`config.mk`:
```
export PLATFORM = sky130hd
export DESIGN_NAME = alu_seq
export DESIGN_NICKNAME = d
export VERILOG_FILES = /design/src/rtl/alu_pkg.sv /design/src/rtl/muldiv_iter.sv /design/src/rtl/alu_seq.sv
export SDC_FILE = /design/constraint.sdc
export NUM_CORES = 1
export LEC_CHECK = 0
export ABC_AREA = 1
export CORE_MARGIN = 2
export CORE_UTILIZATION = 45
export DETAILED_ROUTE_END_ITERATION = 12
export SKIP_LAST_GASP = 1
export SLEW_MARGIN = 20
export SYNTH_ARGS = -nofsm -noshare
export SYNTH_HDL_FRONTEND = slang
export SYNTH_SLANG_ARGS = --single-unit
export TNS_END_PERCENT = 5
```
`constraint.sdc`:
```
create_clock -name clk -period 3.7 [get_ports clk]
set_input_delay 0.74 -clock clk [delete_from_list [all_inputs] [get_ports clk]]
set_output_delay 0.74 -clock clk [all_outputs]
set_load 0.005 [all_outputs]
```
`src/rtl/alu_pkg.sv`:
```
// Shared opcodes, FSM encoding and constants for the sequential ALU.
package alu_pkg;

    localparam logic [3:0] OP_AND   = 4'd0;
    localparam logic [3:0] OP_OR    = 4'd1;
    localparam logic [3:0] OP_NOR   = 4'd2;
    localparam logic [3:0] OP_ADD   = 4'd3;
    localparam logic [3:0] OP_SLL   = 4'd4;
    localparam logic [3:0] OP_SRL   = 4'd5;
    localparam logic [3:0] OP_SUB   = 4'd6;
    localparam logic [3:0] OP_SLT   = 4'd7;
    localparam logic [3:0] OP_LUI   = 4'd8;
    localparam logic [3:0] OP_SRA   = 4'd9;
    localparam logic [3:0] OP_MULTU = 4'd10;
    localparam logic [3:0] OP_DIVU  = 4'd11;
    localparam logic [3:0] OP_MFHI  = 4'd12;
    localparam logic [3:0] OP_MFLO  = 4'd13;

    typedef enum logic [1:0] {
        ST_IDLE = 2'd0,
        ST_MUL  = 2'd1,
        ST_DIV  = 2'd2
    } state_e;

    // Sliced to the datapath width by users; covers WIDTH up to 64.
    localparam logic [63:0] DIV_BY_ZERO_LO = 64'hFFFF_FFFF_FFFF_FFFF;

endpackage

```
`src/rtl/muldiv_iter.sv`:
```
// Shared iterative datapath: shift-add unsigned multiply and restoring unsigned divide.
// {hi,lo} is one 2*WIDTH shift register: product for MULTU, {remainder,quotient} for DIVU.
module muldiv_iter
    import alu_pkg::*;
#(
    parameter int WIDTH = 32
) (
    input  logic             clk,
    input  logic             rst_n,
    input  logic             start,
    input  logic             is_div,
    input  logic [WIDTH-1:0] A,
    input  logic [WIDTH-1:0] B,
    output logic             busy,
    output logic             fin,
    output logic [WIDTH-1:0] hi,
    output logic [WIDTH-1:0] lo
);

    localparam int CNT_W = $clog2(WIDTH);
    localparam logic [CNT_W-1:0] CNT_LAST = CNT_W'(WIDTH - 1);

    logic                 busy_q, busy_d;
    logic                 fin_q, fin_d;
    logic                 div_q, div_d;
    logic [CNT_W-1:0]     cnt_q, cnt_d;
    logic [WIDTH-1:0]     a_q, a_d;
    logic [WIDTH-1:0]     b_q, b_d;
    logic [2*WIDTH-1:0]   p_q, p_d;
    logic [2*WIDTH-1:0]   step_s;
    logic [WIDTH:0]       sum_s;
    logic [WIDTH:0]       shl_s;
    logic [WIDTH:0]       diff_s;

    // One iteration of multiply (add then shift right) or divide (shift left then trial subtract).
    always_comb begin
        sum_s  = {1'b0, p_q[2*WIDTH-1:WIDTH]} + (p_q[0] ? {1'b0, a_q} : {(WIDTH+1){1'b0}});
        shl_s  = {p_q[2*WIDTH-1:WIDTH], p_q[WIDTH-1]};
        diff_s = shl_s - {1'b0, b_q};
        if (div_q) begin
            if (diff_s[WIDTH]) begin
                step_s = {shl_s[WIDTH-1:0], p_q[WIDTH-2:0], 1'b0};
            end else begin
                step_s = {diff_s[WIDTH-1:0], p_q[WIDTH-2:0], 1'b1};
            end
        end else begin
            step_s = {sum_s, p_q[WIDTH-1:1]};
        end
    end

    // Load on start, iterate while busy, raise fin for one cycle after the last iteration.
    always_comb begin
        busy_d = busy_q;
        fin_d  = 1'b0;
        div_d  = div_q;
        cnt_d  = cnt_q;
        a_d    = a_q;
        b_d    = b_q;
        p_d    = p_q;
        if (start) begin
            busy_d = 1'b1;
            div_d  = is_div;
            cnt_d  = {CNT_W{1'b0}};
            a_d    = A;
            b_d    = B;
            p_d    = {{WIDTH{1'b0}}, (is_div ? A : B)};
        end else if (busy_q) begin
            p_d   = step_s;
            cnt_d = cnt_q + CNT_W'(1);
            if (cnt_q == CNT_LAST) begin
                busy_d = 1'b0;
                fin_d  = 1'b1;
                cnt_d  = {CNT_W{1'b0}};
                if (div_q && (b_q == {WIDTH{1'b0}})) begin
                    p_d = {a_q, DIV_BY_ZERO_LO[WIDTH-1:0]};
                end else begin
                    p_d = step_s;
                end
            end else begin
                busy_d = 1'b1;
            end
        end else begin
            busy_d = 1'b0;
        end
    end

    // Iteration state registers.
    always_ff @(posedge clk or negedge rst_n) begin
        if (!rst_n) begin
            busy_q <= 1'b0;
            fin_q  <= 1'b0;
            div_q  <= 1'b0;
            cnt_q  <= {CNT_W{1'b0}};
            a_q    <= {WIDTH{1'b0}};
            b_q    <= {WIDTH{1'b0}};
            p_q    <= {(2*WIDTH){1'b0}};
        end else begin
            busy_q <= busy_d;
            fin_q  <= fin_d;
            div_q  <= div_d;
            cnt_q  <= cnt_d;
            a_q    <= a_d;
            b_q    <= b_d;
            p_q    <= p_d;
        end
    end

    assign busy = busy_q;
    assign fin  = fin_q;
    assign hi   = p_q[2*WIDTH-1:WIDTH];
    assign lo   = p_q[WIDTH-1:0];

endmodule

```
`src/rtl/alu_seq.sv`:
```
// Registered EX-stage ALU: single-cycle ops through a two-register pipe, MULTU/DIVU via muldiv_iter.
// Single-cycle results appear two edges after the op is presented, one per cycle back to back.
module alu_seq
    import alu_pkg::*;
#(
    parameter int WIDTH   = 32,
    parameter int SHAMT_W = 5,
    parameter int OP_W    = 4
) (
    input  logic               clk,
    input  logic               reset,
    input  logic               start,
    input  logic [OP_W-1:0]    ALUOperation,
    input  logic [WIDTH-1:0]   A,
    input  logic [WIDTH-1:0]   B,
    input  logic [SHAMT_W-1:0] shamt,
    output logic               ready,
    output logic               done,
    output logic [WIDTH-1:0]   ALUResult,
    output logic               Zero,
    output logic               Overflow,
    output logic [WIDTH-1:0]   HI,
    output logic [WIDTH-1:0]   LO
);

    state_e               state_q, state_d;
    logic                 ready_q, ready_d;
    logic                 v1_q, v1_d;
    logic [OP_W-1:0]      op1_q, op1_d;
    logic [WIDTH-1:0]     a1_q, a1_d;
    logic [WIDTH-1:0]     b1_q, b1_d;
    logic [SHAMT_W-1:0]   sh1_q, sh1_d;
    logic                 done_q, done_d;
    logic [WIDTH-1:0]     res_q, res_d;
    logic                 zero_q, zero_d;
    logic                 ovf_q, ovf_d;
    logic [WIDTH-1:0]     hi_q, hi_d;
    logic [WIDTH-1:0]     lo_q, lo_d;

    logic                 accept_s;
    logic                 md_start_s;
    logic                 md_is_div_s;
    logic                 md_busy_s;
    logic                 md_fin_s;
    logic [WIDTH-1:0]     md_hi_s;
    logic [WIDTH-1:0]     md_lo_s;
    logic [WIDTH-1:0]     add_s;
    logic [WIDTH-1:0]     sub_s;
    logic [WIDTH-1:0]     sra_s;
    logic                 slt_s;
    logic [WIDTH-1:0]     alu_s;
    logic                 alu_ovf_s;

    muldiv_iter #(.WIDTH(WIDTH)) u_muldiv (
        .clk    (clk),
        .rst_n  (reset),
        .start  (md_start_s),
        .is_div (md_is_div_s),
        .A      (A),
        .B      (B),
        .busy   (md_busy_s),
        .fin    (md_fin_s),
        .hi     (md_hi_s),
        .lo     (md_lo_s)
    );

    // Handshake and FSM next state; ready drops for the whole multi-cycle op.
    always_comb begin
        accept_s    = start && ready_q && !md_busy_s;
        md_is_div_s = (ALUOperation == OP_DIVU);
        md_start_s  = accept_s && ((ALUOperation == OP_MULTU) || md_is_div_s);
        case (state_q)
            ST_IDLE: begin
                if (md_start_s) begin
                    state_d = md_is_div_s ? ST_DIV : ST_MUL;
                end else begin
                    state_d = ST_IDLE;
                end
            end
            ST_MUL, ST_DIV: begin
                if (md_fin_s) begin
                    state_d = ST_IDLE;
                end else begin
                    state_d = state_q;
                end
            end
            default: state_d = ST_IDLE;
        endcase
        ready_d = (state_d == ST_IDLE);
        v1_d    = accept_s && !md_start_s;
        if (accept_s) begin
            op1_d = ALUOperation;
            a1_d  = A;
            b1_d  = B;
            sh1_d = shamt;
        end else begin
            op1_d = op1_q;
            a1_d  = a1_q;
            b1_d  = b1_q;
            sh1_d = sh1_q;
        end
    end

    // Single-cycle datapath on the operands captured at accept.
    always_comb begin
        add_s     = a1_q + b1_q;
        sub_s     = a1_q - b1_q;
        sra_s     = $unsigned($signed(a1_q) >>> sh1_q);
        slt_s     = ($signed(a1_q) < $signed(b1_q));
        alu_ovf_s = 1'b0;
        case (op1_q)
            OP_AND:  alu_s = a1_q & b1_q;
            OP_OR:   alu_s = a1_q | b1_q;
            OP_NOR:  alu_s = ~(a1_q | b1_q);
            OP_ADD: begin
                alu_s     = add_s;
                alu_ovf_s = (a1_q[WIDTH-1] == b1_q[WIDTH-1]) && (add_s[WIDTH-1] != a1_q[WIDTH-1]);
            end
            OP_SLL:  alu_s = a1_q << sh1_q;
            OP_SRL:  alu_s = a1_q >> sh1_q;
            OP_SUB: begin
                alu_s     = sub_s;
                alu_ovf_s = (a1_q[WIDTH-1] != b1_q[WIDTH-1]) && (sub_s[WIDTH-1] != a1_q[WIDTH-1]);
            end
            OP_SLT:  alu_s = {{(WIDTH-1){1'b0}}, slt_s};
            OP_LUI:  alu_s = {b1_q[WIDTH/2-1:0], {(WIDTH/2){1'b0}}};
            OP_SRA:  alu_s = sra_s;
            OP_MFHI: alu_s = hi_q;
            OP_MFLO: alu_s = lo_q;
            default: alu_s = {WIDTH{1'b0}};
        endcase
    end

    // Result registers: a multi-cycle completion and a single-cycle result never land together.
    always_comb begin
        done_d = 1'b0;
        res_d  = res_q;
        zero_d = zero_q;
        ovf_d  = ovf_q;
        hi_d   = hi_q;
        lo_d   = lo_q;
        if (md_fin_s) begin
            done_d = 1'b1;
            res_d  = md_lo_s;
            zero_d = (md_lo_s == {WIDTH{1'b0}});
            ovf_d  = 1'b0;
            hi_d   = md_hi_s;
            lo_d   = md_lo_s;
        end else if (v1_q) begin
            done_d = 1'b1;
            res_d  = alu_s;
            zero_d = (alu_s == {WIDTH{1'b0}});
            ovf_d  = alu_ovf_s;
        end else begin
            done_d = 1'b0;
        end
    end

    // All state and output registers.
    always_ff @(posedge clk or negedge reset) begin
        if (!reset) begin
            state_q <= ST_IDLE;
            ready_q <= 1'b1;
            v1_q    <= 1'b0;
            op1_q   <= {OP_W{1'b0}};
            a1_q    <= {WIDTH{1'b0}};
            b1_q    <= {WIDTH{1'b0}};
            sh1_q   <= {SHAMT_W{1'b0}};
            done_q  <= 1'b0;
            res_q   <= {WIDTH{1'b0}};
            zero_q  <= 1'b1;
            ovf_q   <= 1'b0;
            hi_q    <= {WIDTH{1'b0}};
            lo_q    <= {WIDTH{1'b0}};
        end else begin
            state_q <= state_d;
            ready_q <= ready_d;
            v1_q    <= v1_d;
            op1_q   <= op1_d;
            a1_q    <= a1_d;
            b1_q    <= b1_d;
            sh1_q   <= sh1_d;
            done_q  <= done_d;
            res_q   <= res_d;
            zero_q  <= zero_d;
            ovf_q   <= ovf_d;
            hi_q    <= hi_d;
            lo_q    <= lo_d;
        end
    end

    assign ready     = ready_q;
    assign done      = done_q;
    assign ALUResult = res_q;
    assign Zero      = zero_q;
    assign Overflow  = ovf_q;
    assign HI        = hi_q;
    assign LO        = lo_q;

endmodule

```
==> After elaboration in Yosys (flattened, before gate mapping) <==
Index checks and enable logic that the tools add are counted.
{ "op_classes": {"shift": 3, "n_lt_le_gt_ge": 1, "bitwise": 3, "mux": 31, "n_addsub": 5, "reduce_logical": 19, "n_eq_ne": 20} }
{ "ops": {"columns": ["operator", "n"], "rows": [
  ["$mux W64", 6],
  ["$pmux W32 S12", 1],
  ["$mux W32", 4],
  ["$logic_not A32 Y1", 3],
  ["$add A32 B33 Y33", 1],
  ["$sub A33 B32 Y33", 1],
  ["$add A32 B32 Y32", 1],
  ["$and A32 B32 Y32", 1],
  ["$lt A32 B32 Y1", 1],
  ["$not A32 Y32", 1],
  ["$or A32 B32 Y32", 1],
  ["$shl A32 B5 Y32", 1],
  ["$shr A32 B5 Y32", 1],
  ["$sshr A32 B5 Y32", 1],
  ["$sub A32 B32 Y32", 1],
  ["$eq A4 B4 Y1 const B", 6],
  ["$eq A4 B3 Y1 const B", 4],
  ["$mux W5", 3],
  ["$mux W1", 12],
  ["$eq A4 B2 Y1 const B", 2],
  ["$logic_and A1 B1 Y1", 7],
  ["$mux W2", 3],
  ["$add A5 B1 Y5 const B", 1],
  ["$eq A5 B5 Y1 const B", 1],
  ["13 further kinds", 18]
]} }
{ "word_totals": {"out_inout_bits": 100, "register_bits": 312, "elab_cells": 102} }

==> Longest topological paths before layout <==
{ "depth": {"depth_word": 7, "depth_mapped": 23, "depth_no_buf": 22} }

==> Modules after synthesis <==
From an unflattened synthesis, not the netlist that was laid out.
{ "unflattened": {"hier_cells": 5125, "hier_area_um2": 30168.9} }
{ "by_module_without_submodules": {"columns": ["module", "area_each_um2", "n_inst", "seq_area_each_um2", "cells_each"], "rows": [
  ["alu_seq", 17564.3, 1, 4406.7, 3054],
  ["muldiv_iter", 12604.6, 1, 3403.3, 2071]
]} }

==> Worst setup path after synthesis <==
Ideal clock, no wire load.
{ "synth_timing": {"path_kind": "register -> register", "from": "register u_muldiv.p_q[0]", "to": "register u_muldiv.p_q[61]", "slack_ps": 1023, "required_ps": 3583, "path_stages_with_launch": 23, "arrival_time_ps": 2560, "setup_ps": 117, "synth_period_minus_slack_ps": 2677, "cell_sequence": "dfrtp_1 clkbuf_1 clkbuf_1 nand2_1 inv_1 fa_1 nand2_1 a21oi_1 a31oi_1 inv_1 nand2_1 nand2_1 nand2_1 nand2_1 nand2_1 nand3_1 nand2_1 o21ai_0 inv_1 o21ai_1 nand2_1 nand2_1 nand2_1"} }
{ "synth_between": {"elab_chain_len": 7} }
{ "synth_lines": {"columns": ["element", "line_no", "text"], "rows": [
  ["start, declared", "muldiv_iter.sv:29", "logic [2*WIDTH-1:0] p_q, p_d;"],
  ["start signal, assigned", "muldiv_iter.sv:96", "p_q <= {(2*WIDTH){1'b0}};"],
  ["start signal, assigned", "muldiv_iter.sv:104", "p_q <= p_d;"],
  ["$mux W32 (*)", "muldiv_iter.sv:37", "sum_s = {1'b0, p_q[2*WIDTH-1:WIDTH]} + (p_q[0] ? {1'b0, a_q} : {(WIDTH+1){1'b0}});"],
  ["$add A32 B33 Y33 (*)", "muldiv_iter.sv:37", null],
  ["$mux W64 (*)", "muldiv_iter.sv:40", "if (div_q) begin"],
  ["$mux W64", "muldiv_iter.sv:74", "if (div_q && (b_q == {WIDTH{1'b0}})) begin"],
  ["$mux W64 (*)", "muldiv_iter.sv:70", "if (cnt_q == CNT_LAST) begin"],
  ["$mux W64 (*)", "muldiv_iter.sv:67", "end else if (busy_q) begin"],
  ["$mux W64 (*)", "muldiv_iter.sv:60", "if (start) begin"]
]} }
Mark *: on every way between the ends. The rest lies on a longest branch, timed or not. The select of a mux whose other input is x is not followed.
A chain may end at the register's enable or synchronous reset.

==> Worst setup path after layout <==
{ "layout_timing": {"from": "register u_muldiv.p_q[31]", "to": "register u_muldiv.p_q[32]"} }
{ "layout_between": {"elab_chain_len": 7} }
{ "layout_lines": {"columns": ["element", "line_no", "text"], "rows": [
  ["$sub A33 B32 Y33", "muldiv_iter.sv:39", "diff_s = shl_s - {1'b0, b_q};"],
  ["$mux W64 (*)", "muldiv_iter.sv:41", "if (diff_s[WIDTH]) begin"],
  ["$mux W64 (*)", "muldiv_iter.sv:40", null],
  ["$mux W64", "muldiv_iter.sv:74", null],
  ["$mux W64 (*)", "muldiv_iter.sv:70", null],
  ["$mux W64 (*)", "muldiv_iter.sv:67", null],
  ["$mux W64 (*)", "muldiv_iter.sv:60", null]
]} }
Marked as above.

==> impl_table.tex <==
\begin{tabular}{lr}
\hline
Metric & Value \\
\hline
\multicolumn{2}{l}{\textbf{Outcome}} \\
Result of the run & finished clean \\
\multicolumn{2}{l}{\textbf{STA}} \\
Setup violations, final & 0 \\
Highest attainable clock frequency & 284 MHz \\
Final Hold Viols & 0 \\
Total negative setup slack & 0 ns \\
Period Utilization, post-route & 95.2\% \\
Minimum setup slack in the final design & 0.178 ns \\
Worst relative slew slack & 27.5\% \\
Max-slew violation count & 0 \\
Setup repair after global routing missed its margin & no \\
Min Tclk post-route & 3.52 ns \\
Worst Max-Slew Pin Slew & 1.08 ns \\
Skew final & 0.0481 ns \\
\multicolumn{2}{l}{\textbf{Routing}} \\
Final routed wirelength across all metal layers & 150000 microns \\
Iter 0 DRT Violations & 4929 \\
Remaining antenna violation count & 0 \\
Routed wirelength normalized by instance count & 26.1 microns \\
Initial DRT Pass Iterations & 6 \\
Vias & 34145 \\
DR DRC count & 0 \\
Via count normalized by instance count & 5.96 \\
\multicolumn{2}{l}{\textbf{Synth}} \\
Number of flip-flops and latches in the synthesized netlist & 312 \\
Adder and majority gate portion of the synthesized area & 7.64\% \\
Number of unique standard cell types used by synthesis & 60 \\
Number of warning messages in the yosys log & 0 \\
Post-synthesis cell area & 0.0284 sq mm \\
Count of flip-flops with a built-in enable after synthesis & 0 \\
Share of the yosys chip area belonging to registers & 27.5\% \\
Xor/xnor cell area share of the yosys netlist & 1.02\% \\
Synthesized netlist net count & 4885 \\
Mux share of post-synthesis cell area & 0\% \\
Dominant synthesized flop cell & dfrtp\_1 \\
Synthesized area per cell & 6.12 sq um \\
Main combinational cell family by area after synthesis & simple AND/OR/NAND/NOR gates \\
Proportion of register bits with asynchronous set or reset after synthesis & 100\% \\
Compound-Gate Fraction of Synth Area & 14.4\% \\
Number of standard cells after synthesis & 4638 \\
Post-synthesis simple-gate area fraction & 38.6\% \\
\multicolumn{2}{l}{\textbf{Cells and area}} \\
Post-route cell area & 0.0333 sq mm \\
Fraction of the core area covered by cells at the end of the flow & 53.1\% \\
Share of layout cells above drive strength 1 & 6.52\% \\
NumNets Final & 5100 \\
Fillcell total & 6534 \\
Area growth from synthesis to layout & 17.3\% \\
\multicolumn{2}{l}{\textbf{Setup path}} \\
Data required, critical path & 4.17 ns \\
Largest stage delay on the critical path & 0.42 ns \\
Type of the setup path with the least slack & flip-flop to flip-flop \\
Startpoint Class & flip-flop \\
Start point of the critical path & u\_muldiv.p\_q[31]\$\_DFFE\_PN0P\_ \\
Largest driver fanout on the critical path & 35 \\
Worst Reg-to-Reg Cells & 20 \\
Capturing element type of the critical path & flip-flop \\
Cell with the largest stage delay on the worst path & fa\_1 \\
Arrival time at the worst endpoint & 3.99 ns \\
Cell with the most instances on the worst path & nand2\_1 \\
Critical R2R Launch & u\_muldiv.p\_q[31]\$\_DFFE\_PN0P\_ \\
Worst setup path endpoint & u\_muldiv.p\_q[32]\$\_DFFE\_PN0P\_ \\
Worst-path cell chain & inv\_1 > ha\_1 > inv\_1 > fa\_1 > nand3\_1 > nand2\_1 > nand2\_1 > nand2\_1 > a21boi\_2 > o21ai\_2 > nand3\_2 > nand2\_1 > nand2\_1 > nand2\_4 > nand2\_1 > nand3\_1 > nand3\_1 > nand2\_1 > nand2\_1 > nand2\_1 \\
Endpoint of the worst-slack reg-to-reg timing path & u\_muldiv.p\_q[32]\$\_DFFE\_PN0P\_ \\
Reg-to-reg setup timing slack & 0.18 ns \\
\multicolumn{2}{l}{\textbf{CTS}} \\
Clock Pin Slew Worst Setup and Hold Paths & 0.06 ns \\
Cts repair resizes & 0 \\
Clock latency reported for the late side of the worst-skew pair & 0.59 ns \\
Clock tree root buffer cell & clkbuf\_16 \\
Setup Buffers After CTS & 0 \\
Sink count of the clock tree & 312 \\
CTS Buf Count & 37 \\
Hold buffer count at cts & 0 \\
CTS tree & done \\
Bufs on Longest Clock Path & 3 \\
Number of H-tree levels & 2 \\
\multicolumn{2}{l}{\textbf{Worst hold path}} \\
Tightest Hold Check Type & input pin to async pin \\
\multicolumn{2}{l}{\textbf{Global route}} \\
Overall global routing resource usage & 45.4\% \\
Aggregate global routing overflow & 0 \\
Maximum number of pins on one net before global-route repair & 99 \\
Via count of the first global-routing pass & 31325 \\
Wire length of the first global-routing pass & 212000 microns \\
Antenna violations before repair & 2 \\
\multicolumn{2}{l}{\textbf{Placed design}} \\
Number of port buffers & 175 \\
Pre-CTS setup slack & 0.278 ns \\
Post-placement cell area & 0.0320 sq mm \\
Final GP Congestion & 1.10 \\
Detail Placement HPWL & 123000 microns \\
\multicolumn{2}{l}{\textbf{Power}} \\
Peak supply drop & 0.000587 V \\
Leakage Power & 17.3 nW \\
Pwr per Cell Area & 1080 mW/mm\^{}2 \\
\multicolumn{2}{l}{\textbf{Run}} \\
Max-Cap Viols & 0 \\
\multicolumn{2}{l}{\textbf{Die}} \\
Chip height & 255 microns \\
Boundary pin count & 176 \\
Die Wd & 255 microns \\
Core area & 0.0627 sq mm \\
Num rows & 92 \\
Die area & 0.0651 sq mm \\
Initial standard-cell utilization of the core & 45.3\% \\
\hline
\end{tabular}
[cells in the mapped netlist (3+ instances only)]
cell / number / area (sq um)
o21ai_0: 322 / 1610
o21ai_1: 5 / 25.0
inv_1: 562 / 2110
buf_2: 63 / 315
o21bai_1: 14 / 105
clkbuf_1: 101 / 379
nor4_1: 13 / 81.3
clkinv_1: 3 / 11.3
a211oi_1: 21 / 158
nor2_2: 4 / 25.0
a311oi_1: 5 / 43.8
xor2_1: 18 / 158
nand4_1: 55 / 344
a21oi_1: 189 / 946
nand2_2: 6 / 37.5
and2_1: 5 / 31.3
nor3_1: 59 / 295
nand3b_1: 9 / 67.6
nor2_1: 339 / 1270
buf_1: 17 / 63.8
a21boi_0: 5 / 37.5
o221ai_1: 8 / 70.1
a31oi_1: 15 / 93.8
buf_4: 9 / 67.6
a21o_1: 10 / 75.1
o22ai_1: 54 / 338
buf_6: 7 / 78.8
o211ai_1: 29 / 218
inv_2: 14 / 52.6
clkbuf_2: 4 / 20.0
dfrtp_1: 310 / 7760
a22oi_1: 17 / 128
o21a_1: 9 / 67.6
fa_1: 4 / 80.1
xnor2_1: 15 / 131
or2_2: 7 / 43.8
ha_1: 167 / 2090
a32oi_1: 4 / 35.0
nand3_1: 581 / 2910
nand2_1: 1531 / 5750
[worst min path at each step]
stage,slack (ns),from,endpoint
6_report,0.21,reset,ALUResult[12]$_DFFE_PN0P_
5_1_grt,0.28,reset,ALUResult[12]$_DFFE_PN0P_
4_1_cts,0.24,reset,u_muldiv.p_q[17]$_DFFE_PN0P_
3_5_place_dp,0.48,ALUResult[25]$_DFFE_PN0P_,ALUResult[25]$_DFFE_PN0P_
3_3_place_gp,0.46,Overflow$_DFFE_PN0P_,Overflow$_DFFE_PN0P_
2_1_floorplan,0.44,reset,ALUResult[0]$_DFFE_PN0P_
[stage by stage]
stage          hold slack [ns]  cells  power (mW)
6_report                 0.211   5730        35.9
4_1_cts                  0.244   5727        35.0
3_3_place_gp             0.464   5660        30.9
5_1_grt                  0.278   5727        38.1
2_1_floorplan            0.444   4638        20.9
3_5_place_dp             0.483   5660        30.8
[layout by cell type (no fill, tap or decap), types with 6 or more instances in the layout]
cell type and n:
clkbuf_16 38, o211ai_1 29, ha_1 167, bufinv_16 6
o22ai_1 54, nand2_2 6, nor3_1 59, dfrtp_1 306
o221ai_1 8, nor4_1 13, o21a_1 9, a211oi_1 21
buf_4 192, nand3b_1 9, clkbuf_1 6, inv_2 16
nand4_1 55, o21bai_1 14, or2_2 7, nand2_1 1531
a21oi_1 189, xnor2_1 15, buf_12 10, nor2_2 6
inv_1 561, a21o_1 10, xor2_1 18, nand3_1 580
nor2_1 335, a31oi_1 15, clkdlybuf4s50_1 174, o21ai_0 322
clkbuf_8 7, a22oi_1 17
[worst max-delay path, delay by kind of cell, from the launching register on]
family / cells / cell delay, ns
buf+inv: 2 / 0.27
compound gates: 2 / 0.39
simple gates: 14 / 1.55
flops: 1 / 0.40
fa+ha+maj: 2 / 0.75
[report_power, final]
part           internal [mW]  leakage (nW)  switching [mW]
combinational           8.15          13.0            17.6
clock                   2.47         0.657            1.59
sequential              4.59          3.67            1.51
[routing by layer]
metal | share of wire, % | wire [microns] | GRT usage (%) | vias up
met1 | 37 | 55100 | 56.2 | 15905
met2 | 43 | 63800 | 69.1 | 2212
met4 | 9.5 | 14200 | 34.2 | 2
li1 | - | - | - | 15533
met5 | 0.0067 | 10 | 0 | -
met3 | 11 | 16400 | 10.0 | 493
[layout make-up]
cell class                 instances  area [sq um]  share of cell area, %
antenna                            3          7.51                 0.0225
clock buffer                      51          1070                   3.21
clock inverter                    16           275                  0.826
inverter                         580          2180                   6.54
multi-input combinational       3545         17500                   52.6
sequential                       312          7820                   23.5
tap                              846          1060                   3.18
timing repair buffer             377          3400                   10.2
[flip-flops by register name, indices dropped and copies added (netlist names), 32 cells and up]
name and flops:
b1_q 32, u_muldiv.p_q 64, u_muldiv.b_q 32, HI 32, a1_q 32, u_muldiv.a_q 32
LO 32, ALUResult 32
[cell families (layout without fill, tap and decap cells)]
family | count (synthesis) | count (layout)
adder cells (fa/ha/maj) | 171 | 171
AND/OR/NAND/NOR | 2620 | 2620
XOR/XNOR | 33 | 33
AO/OA/AOI/OAI | 721 | 721
flip-flops | 312 | 312
other | 0 | 3
buffers and inverters | 781 | 1024
Power figures use the tool's default switching activity.
